==> config.mk <==
export PLATFORM = sky130hd
export DESIGN_NAME = mmio_bridge
export DESIGN_NICKNAME = d
export VERILOG_FILES = /design/src/rtl/mmio_pkg.sv /design/src/rtl/mmio_timer.sv /design/src/rtl/mmio_bridge.sv
export SDC_FILE = /design/constraint.sdc
export NUM_CORES = 1
export LEC_CHECK = 0
export ABC_AREA = 1
export CAP_MARGIN = 20
export CORE_ASPECT_RATIO = 1.75
export CORE_MARGIN = 5
export CORE_UTILIZATION = 50
export DETAILED_ROUTE_END_ITERATION = 12
export GPL_TIMING_DRIVEN = 0
export PLACE_DENSITY = 0.81
export SYNTH_ARGS = -nofsm -noshare
export SYNTH_HDL_FRONTEND = slang
export SYNTH_SLANG_ARGS = --single-unit
==> constraint.sdc <==
create_clock -name clk -period 6.1 [get_ports clk]
set_clock_uncertainty 0.05 [all_clocks]
set_input_delay 1.22 -clock clk [delete_from_list [all_inputs] [get_ports clk]]
set_output_delay 1.22 -clock clk [all_outputs]
set_load 0.1 [all_outputs]
==> src/rtl/mmio_pkg.sv <==
// Shared address map, register indices and region decode for the MMIO bridge.
package mmio_pkg;

    localparam logic [31:0] DMEM_LIMIT = 32'h0000_1000;
    localparam logic [31:0] TIMER_BASE = 32'h0000_1000;
    localparam logic [31:0] GPIO_BASE  = 32'h0000_1100;

    // Register offsets expressed as word indices inside each block.
    localparam logic [1:0] TMR_CTRL   = 2'd0;
    localparam logic [1:0] TMR_LOAD   = 2'd1;
    localparam logic [1:0] TMR_COUNT  = 2'd2;
    localparam logic [1:0] TMR_STATUS = 2'd3;
    localparam logic       GPIO_GPO   = 1'b0;
    localparam logic       GPIO_GPI   = 1'b1;

    localparam int CTRL_EN     = 0;
    localparam int CTRL_RELOAD = 1;
    localparam int CTRL_IRQ_EN = 2;

    typedef enum logic [1:0] {
        REG_DMEM  = 2'd0,
        REG_TIMER = 2'd1,
        REG_GPIO  = 2'd2,
        REG_NONE  = 2'd3
    } region_e;

    // Word-granular decode; the byte-lane bits never reach this function.
    function automatic region_e decode_region(input logic [31:2] word);
        if ({word, 2'b00} < DMEM_LIMIT)       return REG_DMEM;
        if (word[31:4] == TIMER_BASE[31:4])   return REG_TIMER;
        if (word[31:3] == GPIO_BASE[31:3])    return REG_GPIO;
        return REG_NONE;
    endfunction

endpackage

==> src/rtl/mmio_timer.sv <==
// Down-counting interval timer: prescaler, CTRL, LOAD, COUNT and sticky EXPIRED.
module mmio_timer
    import mmio_pkg::*;
#(
    parameter int PRESCALE = 1
) (
    input  logic        clk,
    input  logic        rst,
    input  logic        wr,
    input  logic [1:0]  wr_sel,
    input  logic [31:0] wd,
    output logic [2:0]  ctrl,
    output logic [31:0] load,
    output logic [31:0] count,
    output logic        expired,
    output logic        irq
);

    localparam int              PS_W  = (PRESCALE > 1) ? $clog2(PRESCALE) : 1;
    localparam logic [PS_W-1:0] PS_TC = PS_W'(PRESCALE - 1);

    logic [PS_W-1:0] pre;
    logic            wr_ctrl;
    logic            wr_load;
    logic            wr_count;
    logic            wr_status;
    logic            tick;

    assign wr_ctrl   = wr && (wr_sel == TMR_CTRL);
    assign wr_load   = wr && (wr_sel == TMR_LOAD);
    assign wr_count  = wr && (wr_sel == TMR_COUNT);
    assign wr_status = wr && (wr_sel == TMR_STATUS);

    // A CTRL write restarts the prescale period, so it also swallows any tick that cycle.
    assign tick = ctrl[CTRL_EN] && (pre == PS_TC) && !wr_ctrl;
    assign irq  = expired && ctrl[CTRL_IRQ_EN];

    // Prescaler: free-runs 0..PRESCALE-1 while enabled, parked at 0 otherwise.
    always_ff @(posedge clk or negedge rst) begin
        if (!rst) begin
            pre <= '0;
        end else if (!ctrl[CTRL_EN] || wr_ctrl || (pre == PS_TC)) begin
            pre <= '0;
        end else begin
            pre <= pre + PS_W'(1);
        end
    end

    // Software-visible configuration registers.
    always_ff @(posedge clk or negedge rst) begin
        if (!rst) begin
            ctrl <= '0;
            load <= '0;
        end else begin
            if (wr_ctrl) ctrl <= wd[2:0];
            if (wr_load) load <= wd;
        end
    end

    // Counter: a software write wins over the tick; reload uses LOAD before any same-cycle write.
    always_ff @(posedge clk or negedge rst) begin
        if (!rst) begin
            count <= '0;
        end else if (wr_count) begin
            count <= wd;
        end else if (tick) begin
            if (count > 32'd1)       count <= count - 32'd1;
            else if (count == 32'd1) count <= ctrl[CTRL_RELOAD] ? load : 32'd0;
        end
    end

    // Sticky expiry flag: the expiring tick has priority over a write-1-to-clear.
    always_ff @(posedge clk or negedge rst) begin
        if (!rst) begin
            expired <= 1'b0;
        end else if (tick && (count == 32'd1)) begin
            expired <= 1'b1;
        end else if (wr_status && wd[0]) begin
            expired <= 1'b0;
        end
    end

endmodule

==> src/rtl/mmio_bridge.sv <==
// M-stage MMIO bridge: steers core accesses to data RAM, the timer or GPIO.
module mmio_bridge
    import mmio_pkg::*;
#(
    parameter int GPO_W    = 16,
    parameter int GPI_W    = 16,
    parameter int PRESCALE = 1
) (
    input  logic             clk,
    input  logic             rst,
    input  logic [31:0]      addr,
    input  logic [31:0]      wd,
    input  logic             we,
    output logic [31:0]      rd_dm,
    input  logic [31:0]      dm_rd,
    output logic             dm_we,
    input  logic [GPI_W-1:0] gpi,
    output logic [GPO_W-1:0] gpo,
    output logic             irq
);

    region_e          region;
    logic [2:0]       tmr_ctrl;
    logic [31:0]      tmr_load;
    logic [31:0]      tmr_count;
    logic             tmr_expired;
    logic [GPI_W-1:0] gpi_s1;
    logic [GPI_W-1:0] gpi_s2;
    logic             unused_addr_lo;

    // Word access only: byte-lane bits are deliberately ignored.
    assign unused_addr_lo = ^addr[1:0];
    assign region         = decode_region(addr[31:2]);
    assign dm_we          = we && (region == REG_DMEM);

    mmio_timer #(
        .PRESCALE (PRESCALE)
    ) u_timer (
        .clk     (clk),
        .rst     (rst),
        .wr      (we && (region == REG_TIMER)),
        .wr_sel  (addr[3:2]),
        .wd      (wd),
        .ctrl    (tmr_ctrl),
        .load    (tmr_load),
        .count   (tmr_count),
        .expired (tmr_expired),
        .irq     (irq)
    );

    // General-purpose output register; the GPI slot ignores writes.
    always_ff @(posedge clk or negedge rst) begin
        if (!rst) begin
            gpo <= '0;
        end else if (we && (region == REG_GPIO) && (addr[2] == GPIO_GPO)) begin
            gpo <= wd[GPO_W-1:0];
        end
    end

    // Two-flop synchroniser for the asynchronous input pins.
    always_ff @(posedge clk or negedge rst) begin
        if (!rst) begin
            gpi_s1 <= '0;
            gpi_s2 <= '0;
        end else begin
            gpi_s1 <= gpi;
            gpi_s2 <= gpi_s1;
        end
    end

    // Zero-latency read mux feeding the core's W-stage latch.
    always_comb begin
        rd_dm = '0;
        case (region)
            REG_DMEM: rd_dm = dm_rd;
            REG_TIMER: begin
                case (addr[3:2])
                    TMR_CTRL:   rd_dm = 32'(tmr_ctrl);
                    TMR_LOAD:   rd_dm = tmr_load;
                    TMR_COUNT:  rd_dm = tmr_count;
                    TMR_STATUS: rd_dm = 32'(tmr_expired);
                    default:    rd_dm = '0;
                endcase
            end
            REG_GPIO: rd_dm = (addr[2] == GPIO_GPI) ? 32'(gpi_s2) : 32'(gpo);
            default:  rd_dm = '0;
        endcase
    end

endmodule
==> impl_metrics.yaml, run 1 <==
job:
  cap_violations: 0
drt:
  routed_wl_um: 27100
  route.detailed.wl_per_inst_um: 18.9
  ant_nets: 0
  drtPass1Iterations: 6
  viasPerCell: 5.55
  drtIter0Drc: 671
  drc: 0
  routed-via-count: 7983
placement:
  port_buffers: 161
  place_ws_ps: 74.6
  hpwlAfterDp_um: 20700
  dpl_cell_area_mm2: 0.00906
  gp_congestion: 1.00
power_and_ir_drop:
  leakage_nw: 5.01
  irDropWorstVdd_v: 0.000201
  switchingPower_uw: 487
  p_per_area_mw_per_mm2: 206
  pwr-share-seq_pct: 39.5
  total_power_mw: 2.00
  pwr-share-clk_pct: 53.9
  p_sw_share_pct: 24.3
  comb_power_share_pct: 6.6
  p_int_mw: 1.51
sta:
  rsz0062_at_grt: "false"
  tightest_slew_ps: 1010
  finalCritPeriodShare_pct: 96.5
  hold_viol_final: 0
  holdWs_ps: 297
  slew_viol_final: 0
  clock.fmax_mhz: 170
  fin_crit_ps: 5890
  setup_tns_ps: 0
  slew_headroom_pct: 32.6
  setup_viol: 0
  setup_ws_ps: 214
critical_path:
  critPathKind: "in2out"
  crit_fanout: 10
  crit_arrival_ps: 4620
  startpoint_type: "input port"
  cp-end-kind: "output port"
  required_ps: 4830
clock_network:
  htree_levels: 4
  insertion_delay_ps: 420
  cts.sinks: 117
  clock_path_buffers: 2
  cts-root-buf: "clkbuf_16"
  clk_pin_slew_ps: 60
  cts_buffers: 17
  cts_tree: "built"
  post_cts_buffers: 0
die:
  row_count: 58
  dieArea_mm2: 0.0170
  core_mm2: 0.0143
  initial_core_util_pct: 50.4
  fp.dieH_um: 169
  io_pins: 165
  die_x_um: 101
synth:
  netlist_area_mm2: 0.00720
  yosysWarningCount: 0
  syn-num-nets: 1182
  syn-mean-instance-area_um2: 6.76
  synthFlopType: "dfrtp_1"
  synth_cell_type_count: 32
  synthArstFlopShare_pct: 100
  synth_edf_count: 0
  ys_ff_latch: 117
  yosysSeqAreaShare_pct: 40.7
  syn_inst: 1065
final_layout:
  fin_nets: 1363
  area_growth_pct: 35.0
  design_area_mm2: 0.00971
  drive_gt1_share_pct: 6.83
  n_antenna_cell: 0
hold_path:
  min-delay-path-class: "reg2reg"
global_routing:
  grt_pass1_vias: 8196
  antenna_found_initial: 0
  grt_usage_pct: 32.9
  grt_pass1_wl_um: 42700
  grt_overflow: 0
  grt_start_max_net_pins: 65
outcome:
  status: "completed"
final timing paths:
kind | startpoint | endpoint | slack, ps | cells past startpoint
max in group asynchronous | rst | gpi_s1[8]$_DFF_PN0_ | 4580 | 2
worst min-delay path | gpi_s1[0]$_DFF_PN0_ | gpi_s2[0]$_DFF_PN0_ | 300 | 0
worst min register to register | gpi_s1[0]$_DFF_PN0_ | gpi_s2[0]$_DFF_PN0_ | 300 | 0
worst max register to register | u_timer.count[0]$_DFFE_PN0P_ | u_timer.count[26]$_DFFE_PN0P_ | 3460 | 10
min in group asynchronous | rst | u_timer.load[31]$_DFFE_PN0P_ | 710 | 1
worst max-delay path | addr[30] | rd_dm[16] | 210 | 9
metrics by stage:
stage                     std cells  util, %
after floorplan                1065        -
after global placement         1406     63.2
after detailed placement       1407     63.4
after CTS                      1439     67.7
after global routing           1439     68.0
final                          1439     68.0
power by group through the flow:
stage / registers, mW / logic, mW / clock network, mW
finish: 0.790 / 0.133 / 1.08
global route: 0.791 / 0.143 / 1.12
CTS: 0.790 / 0.133 / 1.08
detailed placement: 0.804 / 0.132 / 0
global placement: 0.804 / 0.128 / 0
floorplan: 0.803 / 0.0257 / 0
cells in the final DEF, fill, tap and decap left out, drive strengths merged:
master	synthesis	routed
o21ai	86	86
o22ai	2	2
clkinvlp	0	2
nand3	118	118
bufinv	0	3
a22o	16	16
conb	1	1
a21oi	3	3
dfrtp	117	117
clkinv	1	5
ha	2	2
nor3	1	1
dlymetal6s2s	0	12
nand4	8	8
xor2	17	17
nor4	1	1
nor2	105	105
nand2	406	406
or2	13	13
inv	104	110
clkdlybuf4s50	0	148
o211ai	17	17
buf	20	22
clkbuf	27	44
per-layer routing:
metal / global-route usage (%) / up-vias / wire length (um)
met2: 58.0 / 425 / 14000
met1: 34.0 / 3671 / 8940
met4: 24.1 / 0 / 2220
met5: 0 / - / 0
li1: - / 3749 / -
met3: 5.86 / 138 / 1950
registers in the layout, indices dropped and copies added (netlist names):
name / count
gpi_s1: 16
u_timer.load: 32
u_timer.expired: 1
gpo: 16
u_timer.pre: 1
u_timer.ctrl: 3
u_timer.count: 32
gpi_s2: 16
worst max-delay path, stage by stage:
cell and delay, ps:
clkdlybuf4s50_1 410, nor2_1 100, nand2_1 50, nor2_1 170, nand2_1 170, nor2_1 560
clkbuf_1 540, a22o_1 240, clkdlybuf4s50_1 1140
kinds of logic (layout without fill, tap and decap cells):
logic type	count (synthesis)	count (layout)	synth area share (%)
AOI/OAI and AO/OA	124	124	10.3
other	1	1	0.0521
DFF	117	117	40.7
xor gates and xnor gates	17	17	2.07
buffers and inverters	152	346	8.43
adders and majority gates	2	2	0.348
and+or+nand+nor	652	652	38.1
synthesized netlist by cell type (2+ instances only):
master      n  area share, %
or2_2      13            1.1
o21ai_1    18            1.3
nor2_1     97            5.1
clkbuf_1   27            1.4
nand4_1     8           0.70
buf_1       5           0.26
nor2_4      4           0.63
o21ai_0    67            4.7
buf_2      11           0.76
nand2_2     8           0.70
nor2_2      4           0.35
a22o_1     16            1.9
buf_6       2           0.31
nand2_1   398             21
ha_1        2           0.35
inv_1     103            5.4
nand3_1   115            8.0
o211ai_1   17            1.8
o22ai_1     2           0.17
xor2_1     17            2.1
buf_4       2           0.21
dfrtp_1   117             41
nand3_2     3           0.42
cell type report:
| class | count | area [um^2] |
|---|---|---|
| Multi-Input combinational cell | 796 | 3660 |
| Sequential cell | 117 | 2930 |
| Fill cell | 1282 | 4580 |
| Clock inverter | 15 | 195 |
| Buffer | 47 | 213 |
| Timing Repair Buffer | 162 | 1670 |
| Clock buffer | 17 | 425 |
| Tap cell | 180 | 225 |
| Inverter | 105 | 394 |
what timing repair did:
action | 4_1_cts | 5_1_grt
gates resized for setup | 0 | 12
hold buffers | 0 | 0
setup endpoints to repair | 0 | 12
(Power assumes the default switching activity.)
==> run 2: changes to the inputs <==
==> constraint.sdc (replaced) <==
create_clock -name clk -period 6.1 [get_ports clk]
set_clock_uncertainty 0.05 [all_clocks]
set_input_delay 0.61 -clock clk [delete_from_list [all_inputs] [get_ports clk]]
set_output_delay 0.61 -clock clk [all_outputs]
set_load 0.1 [all_outputs]
==> run 2 against run 1 <==
Hold slack worse by 190 ps; largest power group unchanged; routed wire length is 0.22% higher; critical path depth up 1; clock power hardly changed; utilization decreased by 0.21 points; non-clock buffer count stayed put; total power barely moved; die area did not move; via count shrank 1.1%; combinational power is essentially flat; design area fell by 0.31%; count of clock-buffer cells in the layout is the same.
==> impl_metrics.yaml, run 2 (same netlist as run 1, synthesis figures left out) <==
clock_network:
  post_cts_buffers: 0
  insertion_delay_ps: 420
  clk_pin_slew_ps: 70
  cts.sinks: 117
  cts_tree: "built"
  cts-root-buf: "clkbuf_16"
  clock_path_buffers: 2
  cts_buffers: 17
  holdBufCountCts: 0
  ctsResizeCount: 0
  htree_levels: 4
drt:
  route.detailed.wl_per_inst_um: 18.9
  ant_nets: 0
  viasPerCell: 5.49
  routed_wl_um: 27200
  drtIter0Drc: 671
  routed-via-count: 7895
  drc: 0
  drtPass1Iterations: 6
die:
  row_count: 58
  die_x_um: 101
  io_pins: 165
  core_mm2: 0.0143
  initial_core_util_pct: 50.4
  fp.dieH_um: 169
  dieArea_mm2: 0.0170
sta:
  holdWs_ps: 107
  finalCritPeriodShare_pct: 80.2
  hold_viol_final: 0
  slew_headroom_pct: 31.7
  setup_viol: 0
  setup_tns_ps: 0
  tightest_slew_ps: 1020
  rsz0062_at_grt: "false"
  clock.fmax_mhz: 205
  slew_viol_final: 0
  setup_ws_ps: 1210
  fin_crit_ps: 4890
placement:
  port_buffers: 161
  hpwlAfterDp_um: 20700
  place_ws_ps: 1290
  gp_congestion: 1.00
final_layout:
  n_antenna_cell: 0
  drive_gt1_share_pct: 6.83
  seqCellArea_mm2: 0.00293
  n_fill_cell: 1288
  final_core_util_pct: 67.7
  fin_nets: 1363
  final_cell_mix: "nand2_1 (398), clkdlybuf4s50_1 (160), dfrtp_1 (117), nand3_1 (115), inv_1 (103)"
  final_common_cell: "nand2_1"
  multi_input_area_mm2: 0.00366
  area_growth_pct: 34.5
  reg.largest.list: "u_timer.count x32, u_timer.load x32"
global_routing:
  antenna_found_initial: 0
  grt_pass1_wl_um: 42700
  grt_usage_pct: 32.9
  grt_start_max_net_pins: 65
  grt_overflow: 0
  grt_pass1_vias: 8196
outcome:
  status: "completed"
power_and_ir_drop:
  p_per_area_mw_per_mm2: 207
  irDropWorstVdd_v: 0.000201
  leakage_nw: 4.79
  total_power_mw: 2.00
critical_path:
  critPathKind: "in2out"
  crit_fanout: 10
  crit_arrival_ps: 4230
  required_ps: 5440
  startpoint_type: "input port"
  cp-end-kind: "output port"
hold_path:
  min-delay-path-class: "in2async"
job:
  cap_violations: 0
## run 2: routing by layer
layer / up-vias / global-route usage (%) / routed length (um) / part of all wire [%]
li1: 3741 / - / - / -
met1: 3651 / 34.0 / 9160 / 34
met2: 383 / 58.0 / 14200 / 52
met3: 120 / 5.86 / 1800 / 6.6
met4: 0 / 24.1 / 2020 / 7.4
met5: - / 0 / 0 / 0
## run 2: final timing paths
check,start,slack (ps),depth (start not counted),end
max in group asynchronous,rst,5190,2,u_timer.load[11]$_DFFE_PN0P_
hold / removal,rst,110,1,u_timer.load[31]$_DFFE_PN0P_
setup / recovery,addr[30],1210,10,rd_dm[10]
min in group clk,gpi_s1[0]$_DFF_PN0_,300,0,gpi_s2[0]$_DFF_PN0_
hold reg to reg,gpi_s1[0]$_DFF_PN0_,300,0,gpi_s2[0]$_DFF_PN0_
setup reg to reg,u_timer.count[0]$_DFFE_PN0P_,3450,10,u_timer.count[26]$_DFFE_PN0P_
## run 2: report_power, final
group	internal (mW)	leakage, nW	switching [mW]
logic	0.0730	2.94	0.0599
clock network	0.654	0.297	0.424
registers	0.787	1.55	0.00301
total	1.51	4.79	0.487
## run 2: critical path, cell delays in order
cell and delay (ps):
clkdlybuf4s50_1 410, nor2_1 100, nand2_1 50, nor2_1 170, nand2_1 180, nor2_1 550
clkbuf_1 730, nand2_1 120, nand3_1 150, clkdlybuf4s50_1 1140
## run 2: cell type report
cell class / count / area share (%)
plain buffers: 47 / 2.20
clock buffers: 17 / 4.39
clock inverters: 15 / 2.02
inverters: 105 / 4.07
multi-input cells: 796 / 37.8
flip-flops and latches: 117 / 30.2
well taps: 180 / 2.33
repair buffers: 162 / 16.9
## run 2: stage by stage
| step | std cells | instance area, um^2 |
|---|---|---|
| after floorplan | 1065 | 7200 |
| after global placement | 1406 | 9030 |
| after detailed placement | 1407 | 9060 |
| after CTS | 1439 | 9680 |
| after global routing | 1439 | 9680 |
| final | 1439 | 9680 |
